===== config.mk =====
export PLATFORM = sky130hd
export DESIGN_NAME = clause_operand_fetcher
export DESIGN_NICKNAME = d
export VERILOG_FILES = /design/src/rtl/clause_operand_fetcher.sv
export SDC_FILE = /design/constraint.sdc
export NUM_CORES = 1
export LEC_CHECK = 0
export ABC_AREA = 0
export BUFFER_PORTS_ARGS = -buffer_cell sky130_fd_sc_hd__buf_4
export CAP_MARGIN = 25
export CORE_MARGIN = 4
export CORE_UTILIZATION = 54
export DETAILED_ROUTE_END_ITERATION = 7
export MAX_ROUTING_LAYER = met4
export PLACE_DENSITY = 0.77
export SLEW_MARGIN = 20
export SYNTH_ARGS = -nofsm -noshare
export SYNTH_HDL_FRONTEND = slang
export SYNTH_SLANG_ARGS = --single-unit

===== constraint.sdc =====
create_clock -name clock -period 2.82 [get_ports clock]
set_clock_uncertainty 0.2 [all_clocks]
set_input_delay 0.423 -clock clock [delete_from_list [all_inputs] [get_ports clock]]
set_output_delay 0.423 -clock clock [all_outputs]
set_load 0.01 [all_outputs]

===== src/rtl/clause_operand_fetcher.sv =====
// Fetches one clause, gathers each slot's assignment status into evaluator-ready vectors.
// Clause word = {var ids, pole, mask}; mask in the low VAR_PER_CLAUSE bits. Option: GATHER_WRITE_BYPASS_EN.
module clause_operand_fetcher #(
  parameter int VAR_PER_CLAUSE = 5,
  parameter int NUM_VARS       = 64,
  parameter int NUM_CLAUSES    = 32,
  parameter int VAR_IDX_W      = $clog2(NUM_VARS),
  parameter int CL_IDX_W       = $clog2(NUM_CLAUSES)
) (
  input  logic                                                 clock,
  input  logic                                                 reset_n,
  input  logic                                                 req_valid,
  input  logic [CL_IDX_W-1:0]                                  req_clause,
  output logic                                                 req_ready,
  output logic                                                 clause_rd_en,
  output logic [CL_IDX_W-1:0]                                  clause_rd_addr,
  input  logic [VAR_PER_CLAUSE*VAR_IDX_W+2*VAR_PER_CLAUSE-1:0] clause_rd_data,
  input  logic                                                 asgn_wr_en,
  input  logic [VAR_IDX_W-1:0]                                 asgn_wr_var,
  input  logic                                                 asgn_wr_assigned,
  input  logic                                                 asgn_wr_val,
  input  logic                                                 asgn_clear,
  output logic                                                 out_valid,
  input  logic                                                 out_ready,
  output logic [CL_IDX_W-1:0]                                  out_clause,
  output logic [VAR_PER_CLAUSE-1:0]                            unassign,
  output logic [VAR_PER_CLAUSE-1:0]                            clause_mask,
  output logic [VAR_PER_CLAUSE-1:0]                            val,
  output logic [VAR_PER_CLAUSE-1:0]                            clause_pole
);

  localparam int CNT_W = (VAR_PER_CLAUSE > 1) ? $clog2(VAR_PER_CLAUSE) : 1;
  localparam logic [CNT_W-1:0] LAST_SLOT = CNT_W'(VAR_PER_CLAUSE - 1);

  typedef enum logic [1:0] {IDLE, MEM_WAIT, GATHER, PRESENT} state_t;

  state_t               state, state_next;
  logic [NUM_VARS-1:0]  tbl_assigned, tbl_value;
  logic [VAR_IDX_W-1:0] slot_id [VAR_PER_CLAUSE];
  logic [CNT_W-1:0]     slot_cnt;
  logic [VAR_IDX_W-1:0] cur_id;
  logic                 cur_assigned, cur_value;

  always_ff @(posedge clock or negedge reset_n) begin
    if (!reset_n) state <= IDLE;
    else          state <= state_next;
  end

  always_comb begin
    state_next   = state;
    req_ready    = 1'b0;
    clause_rd_en = 1'b0;
    out_valid    = 1'b0;
    case (state)
      IDLE: begin
        req_ready = 1'b1;
        if (req_valid) begin
          clause_rd_en = 1'b1;
          state_next   = MEM_WAIT;
        end
      end
      MEM_WAIT: state_next = GATHER;
      GATHER:   if (slot_cnt == LAST_SLOT) state_next = PRESENT;
      PRESENT: begin
        out_valid = 1'b1;
        if (out_ready) state_next = IDLE;
      end
      default: state_next = IDLE;
    endcase
  end

  assign clause_rd_addr = req_clause;

  // Clear wins over a simultaneous write; value bits are don't-care once unassigned.
  always_ff @(posedge clock or negedge reset_n) begin
    if (!reset_n) begin
      tbl_assigned <= '0;
      tbl_value    <= '0;
    end else if (asgn_clear) begin
      tbl_assigned <= '0;
    end else if (asgn_wr_en) begin
      tbl_assigned[asgn_wr_var] <= asgn_wr_assigned;
      tbl_value[asgn_wr_var]    <= asgn_wr_val;
    end
  end

  always_comb begin
    cur_id       = slot_id[slot_cnt];
    cur_assigned = tbl_assigned[cur_id];
    cur_value    = tbl_value[cur_id];
`ifdef GATHER_WRITE_BYPASS_EN
    if (asgn_clear) begin
      cur_assigned = 1'b0;
    end else if (asgn_wr_en && (asgn_wr_var == cur_id)) begin
      cur_assigned = asgn_wr_assigned;
      cur_value    = asgn_wr_val;
    end
`endif
  end

  // Each slot is captured once, so later table writes never disturb the presented snapshot.
  always_ff @(posedge clock or negedge reset_n) begin
    if (!reset_n) begin
      out_clause  <= '0;
      clause_mask <= '0;
      clause_pole <= '0;
      unassign    <= '0;
      val         <= '0;
      slot_cnt    <= '0;
      for (int i = 0; i < VAR_PER_CLAUSE; i++) slot_id[i] <= '0;
    end else begin
      case (state)
        IDLE: if (req_valid) out_clause <= req_clause;
        MEM_WAIT: begin
          clause_mask <= clause_rd_data[VAR_PER_CLAUSE-1:0];
          clause_pole <= clause_rd_data[2*VAR_PER_CLAUSE-1:VAR_PER_CLAUSE];
          for (int i = 0; i < VAR_PER_CLAUSE; i++)
            slot_id[i] <= clause_rd_data[2*VAR_PER_CLAUSE + i*VAR_IDX_W +: VAR_IDX_W];
          slot_cnt <= '0;
        end
        GATHER: begin
          unassign[slot_cnt] <= clause_mask[slot_cnt] & ~cur_assigned;
          val[slot_cnt]      <= clause_mask[slot_cnt] & cur_assigned & cur_value;
          if (slot_cnt != LAST_SLOT) slot_cnt <= slot_cnt + 1'b1;
        end
        default: ;
      endcase
    end
  end

endmodule


==> impl_results.md <==
* Outcome: finished with violations
* Failing checks: negative setup slack
* DRT Wirelength at 30.1 mm
* # diodes at 0
* Hold path cells at 2
* Core area at 18000 µm²
* Max-Cap Viols at 0
* Pwr Density at 1110 nW/µm²
* Crit path max fanout at 8
* Fmax at 328 MHz
* Antenna-violating nets left at 0
* Seq/Total Area, Yosys at 47.8%
* Number of global-route vias before repair at 8402
* Critical path arrival at 3180 ps
* DP HPWL at 19.7 mm
* # setup viols final at 10
* CTS sink cnt at 188
* Die Width at 143 µm
* Syn Nets at 1054
* IO Pins at 92
* Die area at 20500 µm²
* Min-delay worst type: in -> reg
* RSZ-0062 raised after global routing: true
* Met1 WL at 11.7 mm
* Nets at 1174
* Drt drc at 0
* Vias at 8645
* First-pass GRT wire length at 46.3 mm
* R2R depth at 11
* Post-Synthesis Cells at 989
* Slew margin rel. at 39.9%
* Clock Pin Slew Worst Setup and Hold Paths at 80 ps
* Root Driver: clkbuf_16
* Worst-Margin Slew at 902 ps
* Final Core Density at 67.4%
* Final WS setup at -230 ps
* Async S/R FF share, synth at 100%
* Row cnt at 49
* Max VDD drop at 0.000750 V
* Pin count of the biggest net entering global routing at 65
* Layout cells sized above 1 at 34.6%
* Grt ovf at 0
* Via/cell ratio at 6.40
* Fin crit share at 108%
* Dpl ws at -347 ps
* IO Port Bufs at 91
* Number of synthesized flops with an enable pin at 0
* H-Tree Depth at 4
* Ys flop type: dfrtp_1
* #FFs+latches synth at 188
* CTS tree: built
* Initial antenna violation count at 0
* Chip Height at 143 µm
* Yosys cell types at 71
* Critical Path Source Type: register
* Slew Limit Fails at 0
* Starting Density at 54.8%
* Commonest non-fill, non-tap cell in the layout: dfrtp_1
* Worst-Skew Late Latency at 440 ps
* Starting DRT DRC Count at 1056
* Leakage at 5.22 nW
* R2r setup slk at -230 ps
* Global Route Usage Sum at 29.8%
* Hold Vio Cnt, Final at 0
* P&R area growth vs syn at 23.0%
* Drt pass-1 iters at 5
* Detail Route met3 WL at 3.22 mm
* Fin crit period at 3050 ps
* Critical path class: reg -> reg
* Area of the mapped netlist at 9840 µm²
* Mean area per synthesized cell at 9.95 µm²
* Uppermost layer routed: met4
* Crit path required time at 2950 ps
* Ys Warns at 0
* Most frequent cells in the layout: dfrtp_1, buf_4, mux2_2
* Endpoint class of the critical path: register
* CTS buffer count at 17
* WL met2 at 14.3 mm
* Gpl congestion at 0.994
* Average wire per standard cell at 22.3 µm
* CTS max path bufs at 2
worst paths after layout:
path / from / end
max: slot_cnt[2] / val[3]
min: clause_rd_data[14] / slot_id[28]
max reg2reg: slot_cnt[2] / val[3]
min reg2reg: unassign[4] / unassign[4]
max in group asynchronous: reset_n / tbl_value[51]
min in group asynchronous: reset_n / tbl_value[6]
layer usage:
metal  track usage, %  vias up
li1                 -     3791
met1             39.4     4244
met2             46.5      530
met3             6.16       80
met4             9.45        0
met5                -        -
sequential cells by signal, summed over array words and instances, names as in the netlist:
signal / flops
clause_mask: 5
tbl_assigned: 64
slot_id: 30
clause_pole: 5
state: 2
unassign: 5
out_clause: 5
val: 5
slot_cnt: 3
tbl_value: 64
stage by stage:
step	instance area [µm²]	std cells	power [mW]	setup TNS, ps	hold slack (ps)
finish	12100	1351	13.5	-2050	10.4
global route	12100	1351	14.0	-2990	6.74
CTS	11800	1342	12.5	-1250	3.31
detailed placement	11100	1300	9.78	-3240	241
global placement	11100	1300	9.65	-2810	241
floorplan	9840	989	7.22	0	-72.6
power breakdown:
part	total (mW)	leakage, nW	switching (mW)	internal [mW]
registers	3.60	2.49	0.402	3.20
clock network	2.34	0.271	1.17	1.17
logic	7.51	2.46	3.88	3.63
synth_stat cells, types with 3 or more instances:
cell type / instances / area share, %
nor3b_1: 4 / 0.31
o21ai_0: 81 / 4.1
o21ai_1: 5 / 0.25
dfrtp_1: 188 / 48
a21boi_0: 5 / 0.38
and3_1: 8 / 0.51
a221oi_1: 3 / 0.27
nand4_1: 4 / 0.25
buf_4: 14 / 1.1
nand2_1: 69 / 2.6
nor2_1: 89 / 3.4
a311oi_1: 4 / 0.36
a311o_1: 3 / 0.31
mux2i_1: 26 / 2.6
and2_1: 3 / 0.19
a211oi_1: 12 / 0.92
nand2b_1: 8 / 0.51
buf_1: 6 / 0.23
clkbuf_1: 51 / 1.9
nand3_1: 90 / 4.6
ha_1: 6 / 0.76
o2111a_1: 3 / 0.34
a21oi_1: 79 / 4.0
inv_1: 7 / 0.27
or3_1: 6 / 0.38
a31oi_1: 5 / 0.32
o22a_1: 3 / 0.27
a2111oi_0: 5 / 0.44
nor2b_1: 7 / 0.44
a22o_1: 4 / 0.36
buf_6: 4 / 0.46
mux2_2: 109 / 12
nor3_1: 6 / 0.31
and4bb_1: 3 / 0.38
buf_2: 12 / 0.61
a211o_1: 4 / 0.36
a32oi_1: 7 / 0.62
layout make-up:
cell class	count	area, µm²
Tap cell	229	287
Clock inverter	14	129
Fill cell	1297	5860
Timing Repair Buffer	187	1570
Multi-Input combinational cell	707	4960
Sequential cell	188	4710
Inverter	8	30.0
Clock buffer	18	429
kinds of logic (layout without fill, tap and decap cells):
group,count (synthesis),in the layout,synth area share (%)
muxes,138,138,15.6
adders and majority gates,6,6,0.763
and+or+nand+nor,319,320,15.8
DFF,188,188,47.8
AOI/OAI and AO/OA,243,243,15.5
buffers and inverters,95,227,4.61
critical path, stage by stage (launching register included):
cell      delay (ps)
dfrtp_2          480
or3b_4           430
o211a_4          200
nor2_8           190
buf_12           140
buf_12           120
mux2i_1          190
mux2i_1          130
o221ai_1         240
and4_1           310
a211oi_4         100
a22o_1           210
timing repair:
action,4_1_cts,5_1_grt
setup buffers,8,10
endpoints found under the hold margin,58,0
hold buffers,1,0
pin swaps,14,27
cloned,1,0
resized for setup,26,47
setup endpoints to repair,10,10
Note: power is estimated with default switching activity, not from simulation.
